==> src/rtl/odd_value_picker.sv <==
// rtl/odd_value_picker.sv - collects COUNT distinct odd 4-bit values from an LFSR stream
// Readable slot array, bounded by a try budget that flags failure instead of hanging.
module odd_value_picker #(
  parameter int COUNT     = 4,
  parameter int MAX_TRIES = 64
) (
  input  logic       clk,
  input  logic       rst,
  input  logic       start,
  input  logic [3:0] random_in,
  output logic       busy,
  output logic       done,
  output logic       error,
  output logic [3:0] count_out,
  input  logic [2:0] rd_idx,
  output logic [3:0] rd_data
);

  typedef enum logic [1:0] {
    ST_IDLE    = 2'd0,
    ST_COLLECT = 2'd1,
    ST_DONE    = 2'd2,
    ST_FAIL    = 2'd3
  } state_t;

  localparam logic [3:0] COUNT_L     = 4'(COUNT);
  localparam logic [7:0] MAX_TRIES_L = 8'(MAX_TRIES);

  state_t     state;
  state_t     state_next;
  logic [7:0] mask;
  logic [3:0] slots [8];
  logic [3:0] count;
  logic [7:0] tries;
  logic       accept;
  logic       fill_hit;
  logic       tries_hit;

  // The mask is indexed by the upper bits since only odd values are ever stored.
  assign accept    = random_in[0] && !mask[random_in[3:1]];
  assign fill_hit  = accept && ((count + 4'd1) == COUNT_L);
  assign tries_hit = (tries + 8'd1) == MAX_TRIES_L;

  always_ff @(posedge clk or posedge rst) begin
    if (rst) begin
      state <= ST_IDLE;
    end else begin
      state <= state_next;
    end
  end

  always_comb begin
    state_next = state;
    case (state)
      ST_IDLE, ST_DONE, ST_FAIL: begin
        if (start) state_next = ST_COLLECT;
      end
      ST_COLLECT: begin
        if (fill_hit)       state_next = ST_DONE;
        else if (tries_hit) state_next = ST_FAIL;
      end
      default: state_next = ST_IDLE;
    endcase
  end

  always_ff @(posedge clk or posedge rst) begin
    if (rst) begin
      mask  <= '0;
      count <= '0;
      tries <= '0;
      for (int i = 0; i < 8; i++) slots[i] <= '0;
    end else if (state == ST_COLLECT) begin
      tries <= tries + 8'd1;
      if (accept) begin
        slots[count[2:0]]     <= random_in;
        mask[random_in[3:1]]  <= 1'b1;
        count                 <= count + 4'd1;
      end
    end else if (start) begin
      mask  <= '0;
      count <= '0;
      tries <= '0;
      for (int i = 0; i < 8; i++) slots[i] <= '0;
    end
  end

  always_comb begin
    busy      = (state == ST_COLLECT);
    done      = (state == ST_DONE);
    error     = (state == ST_FAIL);
    count_out = count;
    rd_data   = 4'd0;
    if (({1'b0, rd_idx} < count) && (32'(rd_idx) < COUNT)) rd_data = slots[rd_idx];
  end

endmodule
==> config.mk <==
export PLATFORM = sky130hd
export DESIGN_NAME = odd_value_picker
export DESIGN_NICKNAME = d
export VERILOG_FILES = /design/src/rtl/odd_value_picker.sv
export SDC_FILE = /design/constraint.sdc
export NUM_CORES = 1
export LEC_CHECK = 0
export CAP_MARGIN = 5
export CORE_ASPECT_RATIO = 1.4
export CORE_MARGIN = 2
export CORE_UTILIZATION = 35
export DETAILED_ROUTE_END_ITERATION = 12
export SYNTH_ARGS = -nofsm -noshare
export SYNTH_HDL_FRONTEND = slang
export SYNTH_SLANG_ARGS = --single-unit
==> constraint.sdc <==
create_clock -name clk -period 2.54 [get_ports clk]
set_clock_uncertainty 0.1 [all_clocks]
set_input_delay 0.635 -clock clk [delete_from_list [all_inputs] [get_ports clk]]
set_output_delay 0.635 -clock clk [all_outputs]
set_load 0.005 [all_outputs]
Word-level counts from Yosys, hierarchy flattened:

Cells that the tools add are included.

* bits of input ports: 10
* logic and storage cells: 68
* bits in registers: 54

* reductions and logical operators: 11
* multiplexer cells: 25
* order comparisons: 7
* add/sub/neg operators: 2
* bitwise gates (word level): 3
* eq/ne operators: 8

Operator list (number)
* 32-bit 2-to-1 mux: 3
* 32-bit bitwise mux: 1
* 8-bit 2-to-1 mux: 4
* 4-bit 2-to-1 mux: 7
* 4-bit binary-select mux with 3-bit select: 1
* 4-bit demux with 3-bit select: 1
* 8-bit by 1-bit adder with 8-bit output, second input constant: 1
* 8-bit by 7-bit equality test with 1-bit output, second input constant: 1
* 4-bit greater-or-equal comparator, second input constant: 2
* 3-bit inverter with 4-bit output: 2
* 8-bit bitwise OR: 1
* 2-bit 2-to-1 mux: 3
* 1-bit logical AND: 5
* 4-bit by 1-bit adder with 4-bit output, second input constant: 1
* 2-bit equality test, second input constant: 2
* 4-bit by 3-bit equality test with 1-bit output, second input constant: 1
* 3-bit by 4-bit < comparator with 1-bit output: 1
* 3-bit by 4-bit < comparator with 1-bit output, second input constant: 1
* 4-bit by 1-bit < comparator with 1-bit output, second input constant: 1
* 2-bit one-hot mux with 2 select lines: 1
* 2-bit AND reduction: 2
* 1-bit binary-select mux with 3-bit select: 1
* 1-bit demux with 3-bit select: 1
* 3-bit by 1-bit greater-or-equal comparator with 1-bit output, second input constant: 1
* other kinds (10): 11

Longest topological paths before layout:

* depth after elaboration: 8
* mapped depth: 8

Least setup slack after synthesis:

Ideal clock, no wire load.

* path type: input to register
* start point: in random_in[2]
* end point: reg slots[17] (netlist name)
* buffers on the path: 3
* data required time: 2.315 ns
* setup time: 0.125 ns
* stages on the path: 8
* arrival time: 2.201 ns
* path slack: 0.114 ns
* cells stage by stage: buf_6 > mux2_4 > a221o_1 > o311a_1 > buf_6 > or3_1 > buf_2 > mux2i_1

* longest elaborated chain between the ends: 6

Ends and longest elaborated chain
* start: declaration: RTL line 10 `input logic [3:0] random_in,`
* 1-bit binary-select mux with 3-bit select: RTL line 40 `assign accept = random_in[0] && !mask[random_in[3:1]];`
* 1-bit 2-to-1 mux (implied by the code): RTL line 40
* 1-bit zero test: RTL line 40
* 1-bit logical AND: RTL line 40
* 2-bit by 1-bit != test with 1-bit output (no source line)
* 2-bit AND reduction (no source line)
* end signal: indexed assignment: RTL line 75 `slots[count[2:0]] <= random_in;`
* end: declaration: RTL line 32 `logic [3:0] slots [8];`

Every way passes these cells. The select of a mux whose other input is x is not followed.
A chain may end at the register's enable or synchronous reset.

Worst setup path in the final report:

* start point: in random_in[1]
* end point: reg count[1], in the netlist count_out[1]

* longest elaborated chain between the ends: 6

Ends and longest elaborated chain
* 1-bit binary-select mux with 3-bit select: RTL line 40
* 1-bit 2-to-1 mux (implied by the code): RTL line 40
* 1-bit zero test: RTL line 40
* 1-bit logical AND: RTL line 40
* 2-bit by 1-bit != test with 1-bit output (no source line)
* 2-bit AND reduction (no source line)
* end signal: assignment: RTL line 77 `count <= count + 4'd1;`
* end: declaration: RTL line 33 `logic [3:0] count;`

Every way passes these cells. The select of a mux whose other input is x is not followed.

==> metrics.csv <==
stage;metric;value;unit
sta;period utilization;0.9791;
clocking;total CTS buffers;5;
sta;fin crit period;2487;ps
grt;first-pass GRT wire length;7790;µm
setup_path;Top delay family on crit path;multiplexers;
grt;total grt overflow;0;
sta;Slew @ Worst Pin;490.3;ps
final_layout;layout cells sized above 1;0.2200;
setup_path;Worst Path Buf+Inv;2;
clocking;CTS clk-pin slew, worst paths;70;ps
final_layout;diodes inserted;0;
setup_path;Crit-path slowest cell;clkdlybuf4s50_1;
synth;synth unique cells;40;
synth;most frequent cell after synthesis;nand2_1;
grt;largest net degree at the start of global routing;39;
synth;number of synthesized flops with an enable pin;0;
setup_path;Crit Path Category;in -> reg;
floorplanning;Die Ht;94.52;µm
detailed_routing;DR vias;1624;
sta;RSZ-0062 raised after global routing;no;
setup_path;Critical Path RT;2610;ps
synth;Synth area leader;dfrtp_1;
synth;synth top area cells;dfrtp_1 46%, mux2i_1 7.3%, nand2_1 7.1%;
run;Max Cap Violations;0;
sta;Setup TNS Final;0;ps
synth;Synth top cells by count;39 x nand2_1, 38 x dfrtp_1, 16 x nor2_1;
setup_path;critical path arrival;2560;ps
detailed_routing;First-pass DRT Iterations;4;
place;GP Congestion;0.8275;
sta;final-report setup violation count;0;
floorplanning;core area;0.005739;mm²
power;leak pwr;1.226;nW
clocking;H-tree depth;2;
sta;Fmax;402.1;MHz
hold_path;hold crit path type;reg -> reg;
synth;share of the synthesized area in the top cell type;0.4643;
synth;ys flop type;dfrtp_1;
status;status;complete, no violations;
clocking;CTS Root Cell;clkbuf_8;
setup_path;slowest stage delay, CP;540;ps
floorplanning;Rows;33;
setup_path;type of origin of the critical path;input port;
setup_path;Setup crit end kind;flop;
clocking;CTS max path bufs;2;
synth;Async S/R FF share, synth;1.000;
final_layout;Layout area overhead;26.70;%
floorplanning;Initial Util;0.3569;
clocking;number of setup buffers added after CTS;0;
final_layout;layout net count;263;
synth;Seq/Total Area, Yosys;0.4643;
setup_path;most used cell, CP;mux2_2;
grt;GRT Total Usage;0.1630;
setup_path;Cell Chain, Critical Path;clkdlybuf4s50_1, mux2_2, o311a_4, buf_4, nor2b_2, mux2_2;
detailed_routing;Iter 0 DRT Violations;82;
synth;syn nets;222;
detailed_routing;# DRC;0;
final_layout;filler instances;574;
power;pwr dens;1028;mW/mm²
clocking;later-pin clock latency in the skew report;290;ps
power;Final Power;0.002668;W
synth;#FFs+latches synth;38;
detailed_routing;DR vias/cell;5.075;
synth;Warnings, synthesis;0;
place;dpl hpwl;3302;µm
sta;Max Slew Vio Count;0;
clocking;Post-CTS Hold Fix Bufs;0;
detailed_routing;final WL;4494;µm
floorplanning;die area;0.006489;mm²
clocking;TritonCTS clock tree;built;
grt;initial antenna violation count;0;
clocking;TritonCTS Sinks;38;
grt;vias in the first global route;1646;
detailed_routing;WL/cell;14.04;µm
synth;Synth Cell Area;0.002048;mm²
sta;Fin. Hold Viols;0;
place;I/O Buffers;20;
synth;Cells after Synth;208;
sta;Max-slew headroom;0.6731;
setup_path;worst-path fanout max;6;
detailed_routing;number of routed nets with antenna violations;0;
sta;final hold slack;377.1;ps
power;Worst VDD drop;0.0003918;V
synth;Avg Cell Area, Syn;9.847;µm²
floorplanning;Chip Width;68.66;µm
floorplanning;# IOs;21;
==> layout make-up <==
cell class | count | area (µm²) | share of cell area
multi-input combinational | 152 | 1052 | 0.4055
sequential | 38 | 950.9 | 0.3664
timing repair buffer | 46 | 375.4 | 0.1446
tap | 70 | 87.58 | 0.03375
clock buffer | 7 | 76.32 | 0.02941
clock inverter | 1 | 30.03 | 0.01157
inverter | 6 | 22.52 | 0.008679
==> sequential cells by signal (all words and copies together) (netlist names) <==
register / flops
count_out: 4
mask: 8
slots: 16
state: 2
tries: 8
==> tightest hold or removal path: stages (launching register included) <==
cell and delay (ps):
dfrtp_1 350, nand2_1 50, nand2_1 50
==> cell usage in the layout (no fill, tap or decap), drive strengths merged, types with 3 or more instances in the layout <==
cell type and n:
clkbuf 8, or3 3, o21ai 11, nand2b 4
inv 6, nand3 7, and2 5, ha 4
nand3b 3, nand2 39, mux2 3, nor2b 8
mux4 4, a21oi 4, clkdlybuf4s50 12, nor2 16
dfrtp 38, mux2i 15, a31oi 3, buf 30
==> stage by stage <==
| step | utilization | cells | instance area [µm²] | setup slack (ps) |
|---|---|---|---|---|
| finish | 0.4521 | 320 | 2595 | 53.18 |
| global route | 0.4521 | 320 | 2595 | 5.188 |
| CTS | 0.4489 | 320 | 2576 | -2.805 |
| detailed placement | 0.4301 | 312 | 2469 | -628.1 |
| global placement | 0.4301 | 312 | 2469 | -609.2 |
| floorplan | - | 208 | 2048 | 114.4 |
==> worst paths after layout <==
path                               from      endpoint  slack [ps]  depth (start not counted)
setup / recovery           random_in[1]  count_out[1]          50                          6
setup reg to reg                mask[7]  count_out[1]         540                          6
hold reg to reg               slots[20]     slots[20]         380                          2
hold / removal                slots[20]     slots[20]         380                          2
min in group asynchronous           rst       mask[3]         660                          3
max in group asynchronous           rst       mask[4]        1340                          3
==> logic make-up (layout without fill, tap and decap cells) <==
group,after synthesis,in the layout,share of synthesized area
buf+inv,18,60,0.04154
simple gates,93,93,0.2272
fa+ha+maj,4,4,0.02444
xor+xnor,3,3,0.01283
mux,22,22,0.1356
flops,38,38,0.4643
compound gates,30,30,0.09408
==> routing by layer <==
layer | global-route usage | share of wire
met4 | 0.05500 | 0.018
met3 | 0.03695 | 0.032
met1 | 0.1877 | 0.42
met5 | 0 | 0
met2 | 0.2885 | 0.53
==> report_power, final <==
part / internal, W / total [W] / leakage [nW] / switching (W)
logic: 0.000582 / 0.00112 / 0.694 / 0.000542
registers: 0.000860 / 0.00104 / 0.480 / 0.000180
clock network: 0.000294 / 0.000504 / 0.0524 / 0.000210
total: 0.00174 / 0.00267 / 1.23 / 0.000932
==> timing repair <==
| action | CTS | global route |
|---|---|---|
| gates resized for setup | 24 | 9 |
| endpoints found under the setup margin | 13 | 16 |
| pin swaps | 2 | 4 |
Power figures use the tool's default switching activity.
